### src/rtl/boxcar_pkg.sv
// Shared constants and types for the averaging-filter / decimator chain.
package boxcar_pkg;

    // Averaging filter defaults: output width grows by LGMEM over its input.
    localparam int unsigned DEF_IW    = 18;
    localparam int unsigned DEF_LGMEM = 4;
    localparam int unsigned DEF_OW    = DEF_IW + DEF_LGMEM;

    // Width of the dropped-sample statistics counter.
    localparam int unsigned DROPCNT_W = 16;

    // One filtered sample as it leaves the averaging filter.
    typedef logic signed [DEF_OW-1:0] sample_t;

endpackage

### src/rtl/boxcar_decimator_if.sv
// Valid/ready output stream carrying decimated samples to the next consumer.
interface boxcar_decimator_if
    import boxcar_pkg::*;
#(
    parameter int unsigned IW = DEF_OW
);
    logic                 o_valid;
    logic                 i_ready;
    logic signed [IW-1:0] o_data;

    modport master (output o_valid, output o_data, input i_ready);
    modport slave  (input o_valid, input o_data, output i_ready);
endinterface

### src/rtl/sync_fifo_fwft.sv
// Synchronous show-ahead FIFO: head entry is visible on rd_data_o while not empty.
// A write into a full FIFO is accepted only when a read frees the head slot in the same cycle.
module sync_fifo_fwft #(
    parameter int unsigned DW     = 22,
    parameter int unsigned LGFIFO = 2
) (
    input  logic              clk,
    input  logic              rst,
    input  logic              wr_en_i,
    input  logic [DW-1:0]     wr_data_i,
    input  logic              rd_en_i,
    output logic [DW-1:0]     rd_data_o,
    output logic              empty_o,
    output logic              full_o,
    output logic [LGFIFO:0]   level_o
);
    localparam int unsigned DEPTH = 1 << LGFIFO;
    localparam int unsigned PW    = LGFIFO + 1;

    logic [DW-1:0] mem_q [DEPTH];
    logic [PW-1:0] wr_q, wr_d;
    logic [PW-1:0] rd_q, rd_d;
    logic          push;
    logic          pop;

    assign empty_o = (wr_q == rd_q);
    assign full_o  = (wr_q[LGFIFO] != rd_q[LGFIFO]) &&
                     (wr_q[LGFIFO-1:0] == rd_q[LGFIFO-1:0]);
    assign pop     = rd_en_i && !empty_o;
    assign push    = wr_en_i && (!full_o || pop);

    // Pointer advance; extra MSB distinguishes full from empty.
    always_comb begin
        wr_d = wr_q + PW'(push);
        rd_d = rd_q + PW'(pop);
    end

    // Pointer registers.
    always_ff @(posedge clk) begin
        if (rst) begin
            wr_q <= '0;
            rd_q <= '0;
        end else begin
            wr_q <= wr_d;
            rd_q <= rd_d;
        end
    end

    // Storage; contents need no reset since reads are masked while empty.
    always_ff @(posedge clk) begin
        if (push) begin
            mem_q[wr_q[LGFIFO-1:0]] <= wr_data_i;
        end
    end

    assign rd_data_o = empty_o ? '0 : mem_q[rd_q[LGFIFO-1:0]];
    assign level_o   = wr_q - rd_q;

endmodule

### src/rtl/boxcar_decimator.sv
// Keeps one of every D ce-qualified samples and buffers kept samples for a valid/ready consumer.
// Optional build macro BOXCAR_DECIM_DROPCNT_EN enables the saturating dropped-sample counter;
// without it o_drop_count is tied to zero.
module boxcar_decimator
    import boxcar_pkg::*;
#(
    parameter int unsigned IW       = DEF_OW,
    parameter int unsigned LGDEC    = 4,
    parameter int unsigned LGFIFO   = 2,
    parameter logic        FIX_DEC  = 1'b0,
    parameter int unsigned INIT_DEC = 0
) (
    input  logic                  clk,
    input  logic                  rst,
    input  logic                  ce,
    input  logic [LGDEC-1:0]      i_decim,
    input  logic signed [IW-1:0]  i_sample,
    boxcar_decimator_if.master    out_if,
    output logic [LGFIFO:0]       o_level,
    output logic                  o_overflow,
    output logic [DROPCNT_W-1:0]  o_drop_count
);
    logic [LGDEC-1:0] req_dec;
    logic [LGDEC-1:0] phase_q, phase_d;
    logic [LGDEC-1:0] dec_q, dec_d;
    logic             keep;
    logic             fifo_empty;
    logic             fifo_full;
    logic             drop;
    logic [IW-1:0]    fifo_rd_data;
    logic             overflow_q;

    assign req_dec = FIX_DEC ? LGDEC'(INIT_DEC) : i_decim;

    // Phase counter next state; a new decimation factor is latched only at period wrap.
    always_comb begin
        phase_d = phase_q;
        dec_d   = dec_q;
        if (ce) begin
            if (phase_q == dec_q) begin
                phase_d = '0;
                dec_d   = req_dec;
            end else begin
                phase_d = phase_q + LGDEC'(1);
            end
        end
    end

    // Phase counter and active decimation registers.
    always_ff @(posedge clk) begin
        if (rst) begin
            phase_q <= '0;
            dec_q   <= req_dec;
        end else begin
            phase_q <= phase_d;
            dec_q   <= dec_d;
        end
    end

    assign keep = ce && (phase_q == '0);
    // Full implies non-empty, so a ready consumer always frees a slot this cycle.
    assign drop = keep && fifo_full && !out_if.i_ready;

    sync_fifo_fwft #(
        .DW     (IW),
        .LGFIFO (LGFIFO)
    ) u_fifo (
        .clk       (clk),
        .rst       (rst),
        .wr_en_i   (keep),
        .wr_data_i (i_sample),
        .rd_en_i   (out_if.i_ready),
        .rd_data_o (fifo_rd_data),
        .empty_o   (fifo_empty),
        .full_o    (fifo_full),
        .level_o   (o_level)
    );

    assign out_if.o_valid = !fifo_empty;
    assign out_if.o_data  = fifo_rd_data;

    // Sticky overrun flag.
    always_ff @(posedge clk) begin
        if (rst) begin
            overflow_q <= 1'b0;
        end else if (drop) begin
            overflow_q <= 1'b1;
        end
    end

    assign o_overflow = overflow_q;

`ifdef BOXCAR_DECIM_DROPCNT_EN
    logic [DROPCNT_W-1:0] drop_cnt_q;

    // Saturating count of discarded samples.
    always_ff @(posedge clk) begin
        if (rst) begin
            drop_cnt_q <= '0;
        end else if (drop && (drop_cnt_q != '1)) begin
            drop_cnt_q <= drop_cnt_q + DROPCNT_W'(1);
        end
    end

    assign o_drop_count = drop_cnt_q;
`else
    assign o_drop_count = '0;
`endif

endmodule
### src/flat_wrapper.sv
// flat-port wrapper written by rule: the top's interface ports become plain ports
module boxcar_decimator_flat import boxcar_pkg::*;
#(
    parameter int unsigned IW       = DEF_OW,
    parameter int unsigned LGDEC    = 4,
    parameter int unsigned LGFIFO   = 2,
    parameter logic        FIX_DEC  = 1'b0,
    parameter int unsigned INIT_DEC = 0
)
  (clk, rst, ce, i_decim, i_sample, o_level, o_overflow, o_drop_count, out_if_o_valid, out_if_o_data, out_if_i_ready);
  boxcar_decimator_if #(.IW(IW)) out_if_i ();
  input  logic clk;
  input  logic rst;
  input  logic ce;
  input  logic [LGDEC-1:0] i_decim;
  input  logic signed [IW-1:0] i_sample;
  output logic [LGFIFO:0] o_level;
  output logic o_overflow;
  output logic [DROPCNT_W-1:0] o_drop_count;
  output wire logic [$bits(out_if_i.o_valid)-1:0] out_if_o_valid;
  output wire logic [$bits(out_if_i.o_data)-1:0] out_if_o_data;
  input wire logic [$bits(out_if_i.i_ready)-1:0] out_if_i_ready;
  assign out_if_o_valid = out_if_i.o_valid;
  assign out_if_o_data = out_if_i.o_data;
  assign out_if_i.i_ready = out_if_i_ready;
  boxcar_decimator #(.IW(IW), .LGDEC(LGDEC), .LGFIFO(LGFIFO), .FIX_DEC(FIX_DEC), .INIT_DEC(INIT_DEC)) u_core (.clk(clk), .rst(rst), .ce(ce), .i_decim(i_decim), .i_sample(i_sample), .out_if(out_if_i), .o_level(o_level), .o_overflow(o_overflow), .o_drop_count(o_drop_count));
endmodule
### config.mk
export PLATFORM = sky130hd
export DESIGN_NAME = boxcar_decimator_flat
export DESIGN_NICKNAME = d
export VERILOG_FILES = /design/src/rtl/boxcar_pkg.sv /design/src/rtl/boxcar_decimator_if.sv /design/src/rtl/sync_fifo_fwft.sv /design/src/rtl/boxcar_decimator.sv /design/src/flat_wrapper.sv
export SDC_FILE = /design/constraint.sdc
export NUM_CORES = 1
export LEC_CHECK = 0
export CELL_PAD_IN_SITES_DETAIL_PLACEMENT = 2
export CELL_PAD_IN_SITES_GLOBAL_PLACEMENT = 2
export CORE_ASPECT_RATIO = 0.8
export CORE_MARGIN = 3
export CORE_UTILIZATION = 35
export DETAILED_ROUTE_END_ITERATION = 16
export PLACE_DENSITY = 0.87
export SKIP_LAST_GASP = 1
export SLEW_MARGIN = 30
export SYNTH_ARGS = -nofsm -noshare
export SYNTH_HDL_FRONTEND = slang
export SYNTH_SLANG_ARGS = --single-unit
### constraint.sdc
create_clock -name clk -period 3.49 [get_ports clk]
set_clock_uncertainty 0.15 [all_clocks]
set_input_delay 1.047 -clock clk [delete_from_list [all_inputs] [get_ports clk]]
set_output_delay 1.047 -clock clk [all_outputs]
set_load 0.03 [all_outputs]
# [Yosys cells after proc, flatten, opt, wreduce, memory -nomap -nowiden]
# Memories as Yosys holds them, arrays and structs flattened. A register that Yosys moved wholly into a read port is not among the register bits.
# Index checks and enable logic that the tools add are counted.
[totals] ff_bits=15 ram_bits=88 inputBits=30 output_inout_bits=43 wordCells=36 memories=1
[classes] addsub=4 n_eq_ne=4 muxes=8 reduce_logical=14
[memory_table] name="u_core.u_fifo.mem_q" depth=4 word_bits=22 rd=1 rd_clocked_by_memory_dff=1 wr=1 line="sync_fifo_fwft.sv:20" text="logic [DW-1:0] mem_q [DEPTH];"
[op_table] operator="2-to-1 mux 22 bit" count=1
[op_table] operator="2-to-1 mux 4 bit" count=4
[op_table] operator="adder 3 x 1 -> 3 bit" count=2
[op_table] operator="logical AND 1 bit" count=6
[op_table] operator="adder 4 x 1 -> 4 bit (second input constant)" count=1
[op_table] operator="== test 4 bit" count=1
[op_table] operator="zero test 4 bit" count=1
[op_table] operator="nonzero test 2 bit" count=2
[op_table] operator="== test 3 bit" count=1
[op_table] operator="zero test 1 bit" count=3
[op_table] operator="subtractor 3 bit" count=1
[op_table] operator="== test 2 bit" count=1
[op_table] operator="2-to-1 mux 1 bit" count=2
[op_table] operator="2-to-1 mux 2 bit" count=1
[op_table] operator="AND reduction 2 bit" count=1
[op_table] operator="logical OR 1 bit" count=1
[op_table] operator="inequality test 1 bit" count=1

# [Depth between registers and ports, before layout]
[depth] depth_word=7 mapped_depth=10 depth_no_buf=9

# [Modules after synthesis]
# From an unflattened synthesis, not the netlist that was laid out.
[unflattened] cells_unflattened=236 hier_area_um2=4307.9
[modules_own_cells] module="sync_fifo_fwft" n_inst=1 cells_each=184 area_each_um2=3766.1 seq_area_each_um2=2762.6
[modules_own_cells] module="boxcar_decimator" n_inst=1 cells_each=52 area_each_um2=541.8 seq_area_each_um2=220.2

# [Least setup slack after synthesis]
# Ideal clock, no wire load.
[synth_timing] kind="input port to flip-flop" start="input ce" end="memory u_core.u_fifo.mem_q[0][0], enable pin" setup_ns=0.429 arrival_time_ns=3.048 t_required_ns=2.911 path_slack_ns=-0.137 cell_stages=4 path_buffers=1 path_cell_list="buf_4 > and4bb_1 > o31ai_1 > nor3_1"
[synth_via] elab_chain_cells=4
[synth_lines] element="start: declaration" line="flat_wrapper.sv:14" text="input logic ce;"
[synth_lines] element="logical AND 1 bit" line="boxcar_decimator.sv:60" text="assign keep = ce && (phase_q == '0);"
[synth_lines] element="logical AND 1 bit" line="sync_fifo_fwft.sv:30" text="assign push = wr_en_i && (!full_o || pop);"
[synth_lines] element="2-to-1 mux 1 bit" line="sync_fifo_fwft.sv:51" text="if (push) begin"
[synth_lines] element="2-to-1 mux 1 bit (implied by the code)" line="sync_fifo_fwft.sv:52" text="mem_q[wr_q[LGFIFO-1:0]] <= wr_data_i;"
[synth_lines] element="end: declaration" line="sync_fifo_fwft.sv:20"
# Every way passes these cells.

# [Worst setup path in the final report]
[layout_timing] start="register u_core.u_fifo.wr_q[0]" end="output out_if_o_data[11]"
[layout_via] elab_chain_cells=2
[layout_lines] element="start: declaration" line="sync_fifo_fwft.sv:21" text="logic [PW-1:0] wr_q, wr_d;"
[layout_lines] element="start signal: assignment" line="sync_fifo_fwft.sv:44" text="wr_q <= wr_d;"
[layout_lines] element="== test 3 bit" line="sync_fifo_fwft.sv:26" text="assign empty_o = (wr_q == rd_q);"
[layout_lines] element="2-to-1 mux 22 bit" line="sync_fifo_fwft.sv:56" text="assign rd_data_o = empty_o ? '0 : mem_q[rd_q[LGFIFO-1:0]];"
[layout_lines] element="end: declaration" line="flat_wrapper.sv:21" text="output wire logic [$bits(out_if_i.o_data)-1:0] out_if_o_data;"
# Every way passes these cells.

==> run summary <==
The first routing iteration left 163 violations. The average instance area after synthesis came out at 18.1 um^2. The run finished with clean final reports.

The final critical-path required period is 3.36 ns. The capturing element type of the critical path is a primary output. The overflow left after global routing came out at 0. The synthesis-to-layout area growth is 25.1%. The arrival time at the worst endpoint is 2.16 ns.

The synthesized netlist devotes 1.62% of its cell area to compound gates. The proportion of synthesized chip area in sequential cells came out at 70.3%. The largest fanout on the critical path came out at 5. The insertion delay of the later-clocked pin in the worst-skew pair is 0.34 ns. The internal power component is 2.54 mW. The tree is rooted in a clkbuf_16. Counting every sink on the clock net gives 103. The worst setup path is of the register to primary output kind.

The final HPWL from detailed placement is 6140 um. Input and output buffers added on the ports amount to 56. The reported net switching power came out at 1.06 mW. The detailed router placed 2170 vias in this run. The combinational share of power came out at 27.8%. The area fraction in and, or, nand and nor cells after synthesis came out at 6.49%. Traced cell by cell, the critical path runs through inv_1, ha_1, and3_1, buf_4, nor2b_1, dlygate4sd2_1.

The post-route antenna net violation count is 0. Global routing used 14.2% of the available tracks. The clock input transition at the sequential cells of the worst setup and hold paths is 0.07 ns. Of the total synthesized cell area, the portion taken by XOR and XNOR cells is 1.86%. After layout, the design draws a total of 3.60 mW. In this run switching power makes up 29.5% of total power. The maximum ir drop on the vdd rail came out at 306 uV.

The sum of buffers and inverters on the critical path is 3. The synthesized flop and latch total is 103. Dividing the detail-routed via count by the number of cells gives 4.74. The count of yosys warnings during synthesis came out at 0. The synthesized instance count is 234. The clock power share came out at 31.9%. The count of H-tree levels built during CTS is 3. The power per unit of standard cell area is 679 mW/mm^2. The final cell utilization of the core came out at 45.4%. In the layout the commonest cells are 92 x edfxtp_1, 31 x clkdlybuf4s50_1, 27 x nor2b_1, 22 x mux4_2, 19 x dlygate4sd2_1. The hold violation total from the final report came out at 0. The pre-CTS setup slack came out at 0.154 ns. The global-route wire length before repair is 14100 um. Setup slack on the critical path of the routed design comes to 0.130 ns. The total of endpoints with negative setup slack in the final report is 0. Headroom to the max-slew limit came out at 52.5%. The worst-case clock buffer depth came out at 2. Of all flip-flops after synthesis, the portion carrying an async set or reset was 0%. Counting the buffers created by CTS gives 9. The count of flip-flops with a built-in enable after synthesis is 92. Summing all non-filler instances in the final layout gives an area of 0.00531 mm^2. The synthesized netlist contains 32 unique library cells.

The post-synthesis instance area came out at 0.00424 mm^2. The required time of the critical path came out at 2.29 ns. The number of iterations in the first detailed-routing pass came out at 5. The layout cell share with drive strength beyond 1 came out at 19.4%. The placed instance area is 0.00498 mm^2. The repair_antennas step left the layout with diodes totalling 0. The number of global-route vias before repair came to 2447. The total core area came out at 0.0117 mm^2. The tool flagged a number of max-cap violations equal to 0.

The final routed wirelength across all metal layers came out at 8940 um. The congestion estimate from routability-driven global placement came to 0.716. The number of antenna violations at the first check in global routing was 0. The count of boundary I/O pins is 73. The actual slew at the worst max-slew pin is 0.706 ns. The part of the total power dissipated in sequential elements came out at 40.2%. After floorplanning, the core was divided into 35 placement rows. Leaving out fill and tap cells, the most frequent cell in the layout is edfxtp_1. The die covers 0.0135 mm^2. On the critical path the largest part of the delay comes from buffers and inverters. The analysis attributes to cell leakage a power of 1.88 nW. After synthesis, the largest family of logic cells by area is multiplexers. The type of origin of the critical path is a register. The final routed DRC violation total is 0. Entering global routing, the biggest net connects 25 pins. Setup repair after global routing left no endpoint under its margin. The multiplexer fraction of the synthesized cell area is 11.7%. The slowest stage of the critical path is the dfxtp_1 cell. The min-delay analysis places its worst path in the category register to register.

The adder-cell area share of the yosys netlist is 2.83%. The TritonCTS clock tree is built. The post-route clock period utilization is 96.3%. The peak clock frequency supported by timing is 298 MHz. The die is 129 um wide. The initial core utilization is 36.3%.

The wire length per cell is 19.5 um. At the end of the flow, the number of nets in the layout was 344. The number of max-slew violations in the final report is 0. The sum of negative setup slack came out at 0 ns.

On the worst path, the slowest cell contributes a delay of 0.42 ns. The die height is 104 um. The most frequently used flop master after synthesis is edfxtp_1.
==> stage by stage <==
step	hold slack, ns	instances
after floorplan	0.337	249
after global placement	0.289	442
after detailed placement	0.295	442
after CTS	0.306	458
after global routing	0.331	458
final	0.303	458
==> cells by family after synthesis <==
group,after synthesis
compound gates,9
xor+xnor,9
fa+ha+maj,9
buf+inv,37
flops,103
mux,22
other cells,1
simple gates,44
==> worst min-delay path: cells and delay by family, from the launching register on <==
| kind | cells | cell delay, ns |
|---|---|---|
| DFF | 1 | 0.31 |
| buffers and inverters | 1 | 0.05 |
| AOI/OAI and AO/OA | 1 | 0.05 |
==> power groups by stage <==
| stage | sequential [mW] | combinational (mW) | clock, mW |
|---|---|---|---|
| after floorplan | 1.46 | 0.670 | 0 |
| after global placement | 1.47 | 1.06 | 0 |
| after detailed placement | 1.48 | 1.09 | 0 |
| after CTS | 1.45 | 1.03 | 1.18 |
| after global routing | 1.46 | 1.09 | 1.23 |
| final | 1.45 | 1.00 | 1.15 |
==> registers in the layout (all words and copies together) (netlist names) <==
name / flops
u_core.u_fifo.wr_q: 3
u_core.dec_q: 4
u_core.o_overflow: 1
u_core.phase_q: 4
u_core.u_fifo.rd_q: 3
u_core.u_fifo.mem_q: 88
==> worst paths after layout <==
kind / from / to / slack, ns / depth (start not counted)
worst max-delay path: u_core.u_fifo.wr_q[0] / out_if_o_data[11] / 0.13 / 6
worst max register to register: u_core.u_fifo.wr_q[0] / u_core.u_fifo.wr_q[1] / 1.12 / 9
worst min-delay path: u_core.o_overflow / u_core.o_overflow / 0.30 / 2
worst min register to register: u_core.o_overflow / u_core.o_overflow / 0.30 / 2
==> repair_timing <==
item                       4_1_cts  5_1_grt
setup endpoints to repair       21        2
resized for setup               21        3
hold buffers                     0        0
setup buffers                    0        0
pin swaps                        0        0
==> layer usage <==
metal	vias to the layer above	wire (um)	track usage, %
li1	1000	-	-
met5	-	0	0
met3	11	373	3.75
met4	0	149	4.95
met1	1105	3880	18.0
met2	54	4540	23.6
==> synthesized netlist by cell type, drive strengths merged (2+ instances only) <==
cell type,instances,area share [%]
nor2,2,0.18
and2,2,0.30
xor2,5,1.0
o41ai,2,0.41
nand3b,2,0.35
ha,8,2.4
mux4,22,12
edfxtp,92,65
dfxtp,11,5.2
nor2b,27,4.0
buf,23,3.8
inv,13,1.2
xnor2,4,0.83
nor3,4,0.47
==> cell type report <==
| type | count | area, um^2 |
|---|---|---|
| clock buffer | 11 | 243 |
| clock inverter | 5 | 106 |
| fill | 1098 | 6390 |
| inverter | 13 | 48.8 |
| multi-input combinational | 109 | 1120 |
| sequential | 103 | 2980 |
| tap | 148 | 185 |
| timing repair buffer | 69 | 619 |
No activity file was read; power rests on OpenSTA's default activity.
